===== config.mk =====
export PLATFORM = sky130hd
export DESIGN_NAME = norm_unit
export DESIGN_NICKNAME = d
export VERILOG_FILES = /design/src/rtl/norm_unit.sv
export SDC_FILE = /design/constraint.sdc
export NUM_CORES = 2
export LEC_CHECK = 0
export ABC_AREA = 1
export CAP_MARGIN = 20
export CORE_UTILIZATION = 50
export DETAILED_ROUTE_END_ITERATION = 16
export DONT_BUFFER_PORTS = 1
export PLACE_DENSITY = 0.73
export SYNTH_ARGS = -nofsm -noshare
export SYNTH_HDL_FRONTEND = slang
export SYNTH_SLANG_ARGS = --single-unit

===== constraint.sdc =====
create_clock -name clk -period 6.7 [get_ports clk]
set_input_delay 0.67 -clock clk [delete_from_list [all_inputs] [get_ports clk]]
set_output_delay 0.67 -clock clk [all_outputs]
set_load 0.1 [all_outputs]

===== src/rtl/norm_unit.sv =====
// norm_unit: per-row |x| normalization ahead of the NxV datapath.
// A psum row is captured, reduced to a sum of magnitudes (optionally merged
// with the sibling core's partial sum), then each |x| is divided by the total
// with col parallel restoring dividers. The result is a signed bw-bit row.
module norm_unit #(
    parameter int bw      = 8,
    parameter int bw_psum = 19,
    parameter int col     = 8
) (
    input  logic                   clk,
    input  logic                   reset,
    input  logic [bw_psum*col-1:0] in_data,
    input  logic                   in_valid,
    output logic                   in_ready,
    input  logic                   ext_en,
    output logic [bw_psum+3:0]     sum_out,
    output logic                   sum_out_valid,
    input  logic [bw_psum+3:0]     sum_in,
    input  logic                   sum_in_valid,
    output logic [bw*col-1:0]      out_data,
    output logic                   out_valid,
    input  logic                   out_ready,
    output logic                   busy
);

    localparam int SW = bw_psum + 4;      // local sum width
    localparam int AW = bw_psum + 1;      // |x| width, holds -2^(bw_psum-1) exactly
    localparam int TW = SW + 1;           // total width, local + sibling
    localparam int RW = SW + 2;           // remainder width, room for the 2*rem shift
    localparam int CW = $clog2(bw) + 1;

    typedef enum logic [2:0] {S_IDLE, S_SUM, S_XCHG, S_DIV, S_OUT} state_t;

    state_t                       state_q;
    logic [col-1:0][bw_psum-1:0]  data_q;
    logic                         ext_q;
    logic [col-1:0]               sign_q;
    logic [col-1:0][RW-1:0]       rem_q;
    logic [col-1:0][bw-1:0]       quot_q;
    logic [TW-1:0]                total_q;
    logic [CW-1:0]                cnt_q;
    logic [SW-1:0]                sum_out_q;
    logic                         sum_out_valid_q;
    logic [col-1:0][bw-1:0]       out_q;
    logic                         out_valid_q;

    logic [col-1:0][AW-1:0]       abs_d;
    logic [SW-1:0]                sum_d;
    logic [col-1:0]               ge_d;
    logic [col-1:0][RW-1:0]       rsub_d;
    logic [col-1:0][RW-1:0]       rem_d;
    logic [col-1:0][bw-1:0]       quot_d;
    logic [col-1:0][bw-1:0]       qsat_d;
    logic [col-1:0][bw-1:0]       out_d;

    // Magnitudes of the captured row and their sum.
    always_comb begin
        sum_d = '0;
        for (int i = 0; i < col; i++) begin
            abs_d[i] = data_q[i][bw_psum-1] ? (~{1'b1, data_q[i]}) + AW'(1)
                                            : {1'b0, data_q[i]};
            sum_d    = sum_d + SW'(abs_d[i]);
        end
    end

    // One restoring-division step per lane, plus saturation and sign restore.
    // The remainder starts at |x| <= total, so the first step yields the 2^(bw-1)
    // bit and only abs == total can set it; that case saturates to 2^(bw-1)-1.
    always_comb begin
        for (int i = 0; i < col; i++) begin
            ge_d[i]   = rem_q[i] >= {1'b0, total_q};
            rsub_d[i] = ge_d[i] ? rem_q[i] - {1'b0, total_q} : rem_q[i];
            rem_d[i]  = {rsub_d[i][RW-2:0], 1'b0};
            quot_d[i] = {quot_q[i][bw-2:0], ge_d[i]};
            qsat_d[i] = quot_d[i][bw-1] ? {1'b0, {(bw-1){1'b1}}} : quot_d[i];
            if (total_q == '0)
                out_d[i] = '0;
            else if (sign_q[i])
                out_d[i] = ~qsat_d[i] + bw'(1);
            else
                out_d[i] = qsat_d[i];
        end
    end

    // Row FSM: capture, sum, exchange, divide, hold output until accepted.
    always_ff @(posedge clk or negedge reset) begin
        if (!reset) begin
            state_q         <= S_IDLE;
            data_q          <= '0;
            ext_q           <= 1'b0;
            sign_q          <= '0;
            rem_q           <= '0;
            quot_q          <= '0;
            total_q         <= '0;
            cnt_q           <= '0;
            sum_out_q       <= '0;
            sum_out_valid_q <= 1'b0;
            out_q           <= '0;
            out_valid_q     <= 1'b0;
        end else begin
            case (state_q)
                S_IDLE: begin
                    if (in_valid) begin
                        data_q  <= in_data;
                        ext_q   <= ext_en;
                        state_q <= S_SUM;
                    end
                end
                S_SUM: begin
                    sum_out_q       <= sum_d;
                    sum_out_valid_q <= 1'b1;
                    for (int i = 0; i < col; i++) begin
                        rem_q[i]  <= RW'(abs_d[i]);
                        sign_q[i] <= data_q[i][bw_psum-1];
                    end
                    quot_q  <= '0;
                    state_q <= S_XCHG;
                end
                S_XCHG: begin
                    // Sibling sum is only looked at here; stray pulses elsewhere are dropped.
                    if (!ext_q || sum_in_valid) begin
                        total_q         <= ext_q ? TW'(sum_out_q) + TW'(sum_in)
                                                 : TW'(sum_out_q);
                        sum_out_valid_q <= 1'b0;
                        cnt_q           <= '0;
                        state_q         <= S_DIV;
                    end
                end
                S_DIV: begin
                    rem_q  <= rem_d;
                    quot_q <= quot_d;
                    cnt_q  <= cnt_q + CW'(1);
                    if (cnt_q == CW'(bw - 1)) begin
                        out_q       <= out_d;
                        out_valid_q <= 1'b1;
                        state_q     <= S_OUT;
                    end
                end
                S_OUT: begin
                    if (out_ready) begin
                        out_valid_q <= 1'b0;
                        state_q     <= S_IDLE;
                    end
                end
                default: state_q <= S_IDLE;
            endcase
        end
    end

    // in_ready is gated by reset so nothing looks acceptable while held in reset.
    assign in_ready      = (state_q == S_IDLE) && reset;
    assign busy          = (state_q != S_IDLE);
    assign sum_out       = sum_out_q;
    assign sum_out_valid = sum_out_valid_q;
    assign out_data      = out_q;
    assign out_valid     = out_valid_q;

endmodule

==> run metrics <==
clock slew at the register clock pins of the worst setup and hold paths 0.07 ns; area growth from synthesis to layout 7.289%; run status complete, but fails checks; Die W 299.7 µm; RSZ-0062 raised after global routing false; DIE HEIGHT 299.7 µm; r2r setup slk 0.72 ns; commonest cells after routing, fill and taps aside nand2_1 (1500), inv_1 (765), nor2_1 (591); post_cts resized 0; Worst Setup Path Type register to register; First DRT Iteration DRCs 4557; antenna violations before repair 2; starting density of the core 0.5077; Vias 42110; DP HPWL 121800 µm; Post-Syn Area per Cell 7.232 µm²; number of synthesized flops with an enable pin 0; Worst slew margin -1.514; global-route wire length before repair 240000 µm; Fin Hold WS -0.2510 ns; vias per cell 5.792; FF+latch count, synth 537; reg2reg start data_q[113]; core footprint 87290 µm²; total grt overflow 0; most common cell after layout, fill and taps aside nand2_1; DR pass1 iterations 6; register area share after synthesis 0.3032; Clock Latency Late Sink 0.65 ns; Routed WL 160100 µm; proportion of layout cells with a drive suffix above 1 0.05528; Critical Path Start data_q[113]; final setup vio count 0; postcts setup bufs 0; Final Max Slew Viols 392; io pins 272; failing checks negative hold slack, max-slew violations; post-synth cell types 60; H-tree depth 3; CTS root buf clkbuf_16; Setup Total Neg Slack 0 ns; routed wire length per instance 22.02 µm; minimum clock period 5.983 ns; nets 6633; startpoint types register; reg2reg end sum_out[14]; Hold Violations, Final 123; post-layout util 0.5447; Synth Warn # 0; Reg2Reg Depth 25; DRC Markers 0; Post-synth ARST share 1.000; Max clock buf depth 3; CP endpoint kind register; largest net degree at the start of global routing 539; global placer's final weighted congestion 1.044; fmax 167.1 MHz; mapped cell area 44320 µm²; Layout Skew 0.04402 ns; clock sinks 537; Mapped Cells 6129; WP data arrival 6.49 ns; Slew @ Worst Pin 3.770 ns; full die area 89840 µm²; Routed Antenna Nets 0; MaxCap Viol Count 0; period utilization 0.8929; vias in the first global route 38800; port bufs 0; dominant synthesized flop cell dfrtp_1; CTS buffer count 66; Max FO, Critical Path 16; row count 108; Tightest Hold Check Type input pin to asynchronous set/reset pin; Tot GR Track Use 0.3526; FILL cells 8633; TritonCTS clock tree yes; Worst EP required 7.20 ns; CP endpoint sum_out[14]
## worst max-delay path, stage by stage (launching register included)
cell and delay (ns):
dfrtp_1 0.64, clkinv_1 0.36, a21oi_1 0.19, o21ai_0 0.11, o21ai_0 0.35, inv_1 0.15
fa_1 0.53, inv_1 0.05, fa_1 0.51, inv_1 0.07, fa_1 0.54, inv_1 0.06
fa_1 0.48, ha_1 0.24, inv_1 0.11, fa_1 0.25, inv_1 0.09, nand3_1 0.07
nand2_1 0.09, a21oi_1 0.23, inv_1 0.08, nand2_1 0.08, o211ai_1 0.12, or2_2 0.30
nand3_1 0.06, o21ai_0 0.09
## synth_stat cells (13+ instances only)
master    number  area share
a22oi_1       92       0.016
inv_1        765       0.065
o21ai_1      103       0.012
nor4_1        24      0.0034
nor3_1        60      0.0068
o31ai_1       13      0.0022
or2_2         20      0.0028
nand2_2       16      0.0023
nand3_1      315       0.036
nor2_1       592       0.050
clkbuf_1     104      0.0088
a21o_1        26      0.0044
fa_1         128       0.058
buf_6         14      0.0036
buf_1         17      0.0014
nand2_1     1500        0.13
a21oi_1      445       0.050
ha_1         255       0.072
xor2_1       178       0.035
o211ai_1      58      0.0098
xnor2_1       93       0.018
nor3_2        19      0.0043
dfrtp_1      537        0.30
nand4_1       80       0.011
o21a_1        24      0.0041
mux2_2        44       0.011
inv_2         28      0.0024
o21ai_0      276       0.031
o21bai_1      45      0.0076
o22ai_1       73       0.010
buf_2         41      0.0046
nor2_2        15      0.0021
## how the worst min path moves through the flow
stage | cells past startpoint | to | startpoint
after global placement | 0 | data_q[51] | reset
after detailed placement | 0 | data_q[51] | reset
final | 0 | data_q[14] | reset
after global routing | 0 | data_q[16] | reset
after CTS | 0 | rem_q[40] | reset
after floorplan | 0 | cnt_q[0] | reset
## per-layer routing
| metal | routed length (µm) | global-route usage | part of all wire |
|---|---|---|---|
| met5 | 13 | 0 | 0.000081 |
| met3 | 18190 | 0.1072 | 0.11 |
| met2 | 64370 | 0.4948 | 0.40 |
| met1 | 71750 | 0.5134 | 0.45 |
| met4 | 5789 | 0.1143 | 0.036 |
## through the flow
| stage | area (µm²) | std cells | setup WS (ns) | hold WS [ns] |
|---|---|---|---|---|
| 2_1_floorplan | 44350 | 6135 | 1.634 | 0.3744 |
| 3_3_place_gp | 45340 | 7155 | 0.9276 | 0.3883 |
| 3_5_place_dp | 45340 | 7155 | 0.8443 | 0.3907 |
| 4_1_cts | 47540 | 7268 | 0.8385 | -0.2894 |
| 5_1_grt | 47550 | 7269 | 0.3853 | -0.2841 |
| 6_report | 47550 | 7270 | 0.7173 | -0.2510 |
## layout make-up
type,instances,area (µm²),share of cell area
diodes,1,2.502,0.00005262
well taps,1155,1445,0.03039
clock inverters,20,255.2,0.005368
multi-input cells,4614,27030,0.5685
flip-flops and latches,537,13440,0.2826
inverters,800,3008,0.06325
clock buffers,93,1937,0.04073
repair buffers,50,432.9,0.009104
## state kept, by name, indices dropped and copies added (netlist names)
register       count
state_q            3
cnt_q              4
quot_d            56
sign_q             8
total_q           24
out_valid          1
sum_out_valid      1
rem_q            200
data_q           152
ext_q              1
out_data          64
sum_out           23
## kinds of logic (layout without fill, tap and decap cells)
| family | count (synthesis) | in the layout | synth area share |
|---|---|---|---|
| simple gates | 2697 | 2697 | 0.2563 |
| compound gates | 1211 | 1211 | 0.1580 |
| buf+inv | 984 | 963 | 0.08782 |
| flops | 537 | 537 | 0.3032 |
| fa+ha+maj | 383 | 383 | 0.1298 |
| xor+xnor | 271 | 271 | 0.05355 |
| mux | 44 | 44 | 0.01118 |
| other cells | 2 | 9 | 0.0001694 |
Power is left out: the tool's default activity adds up to more than one toggle a clock period on the data nets, which glitch-free logic cannot reach.
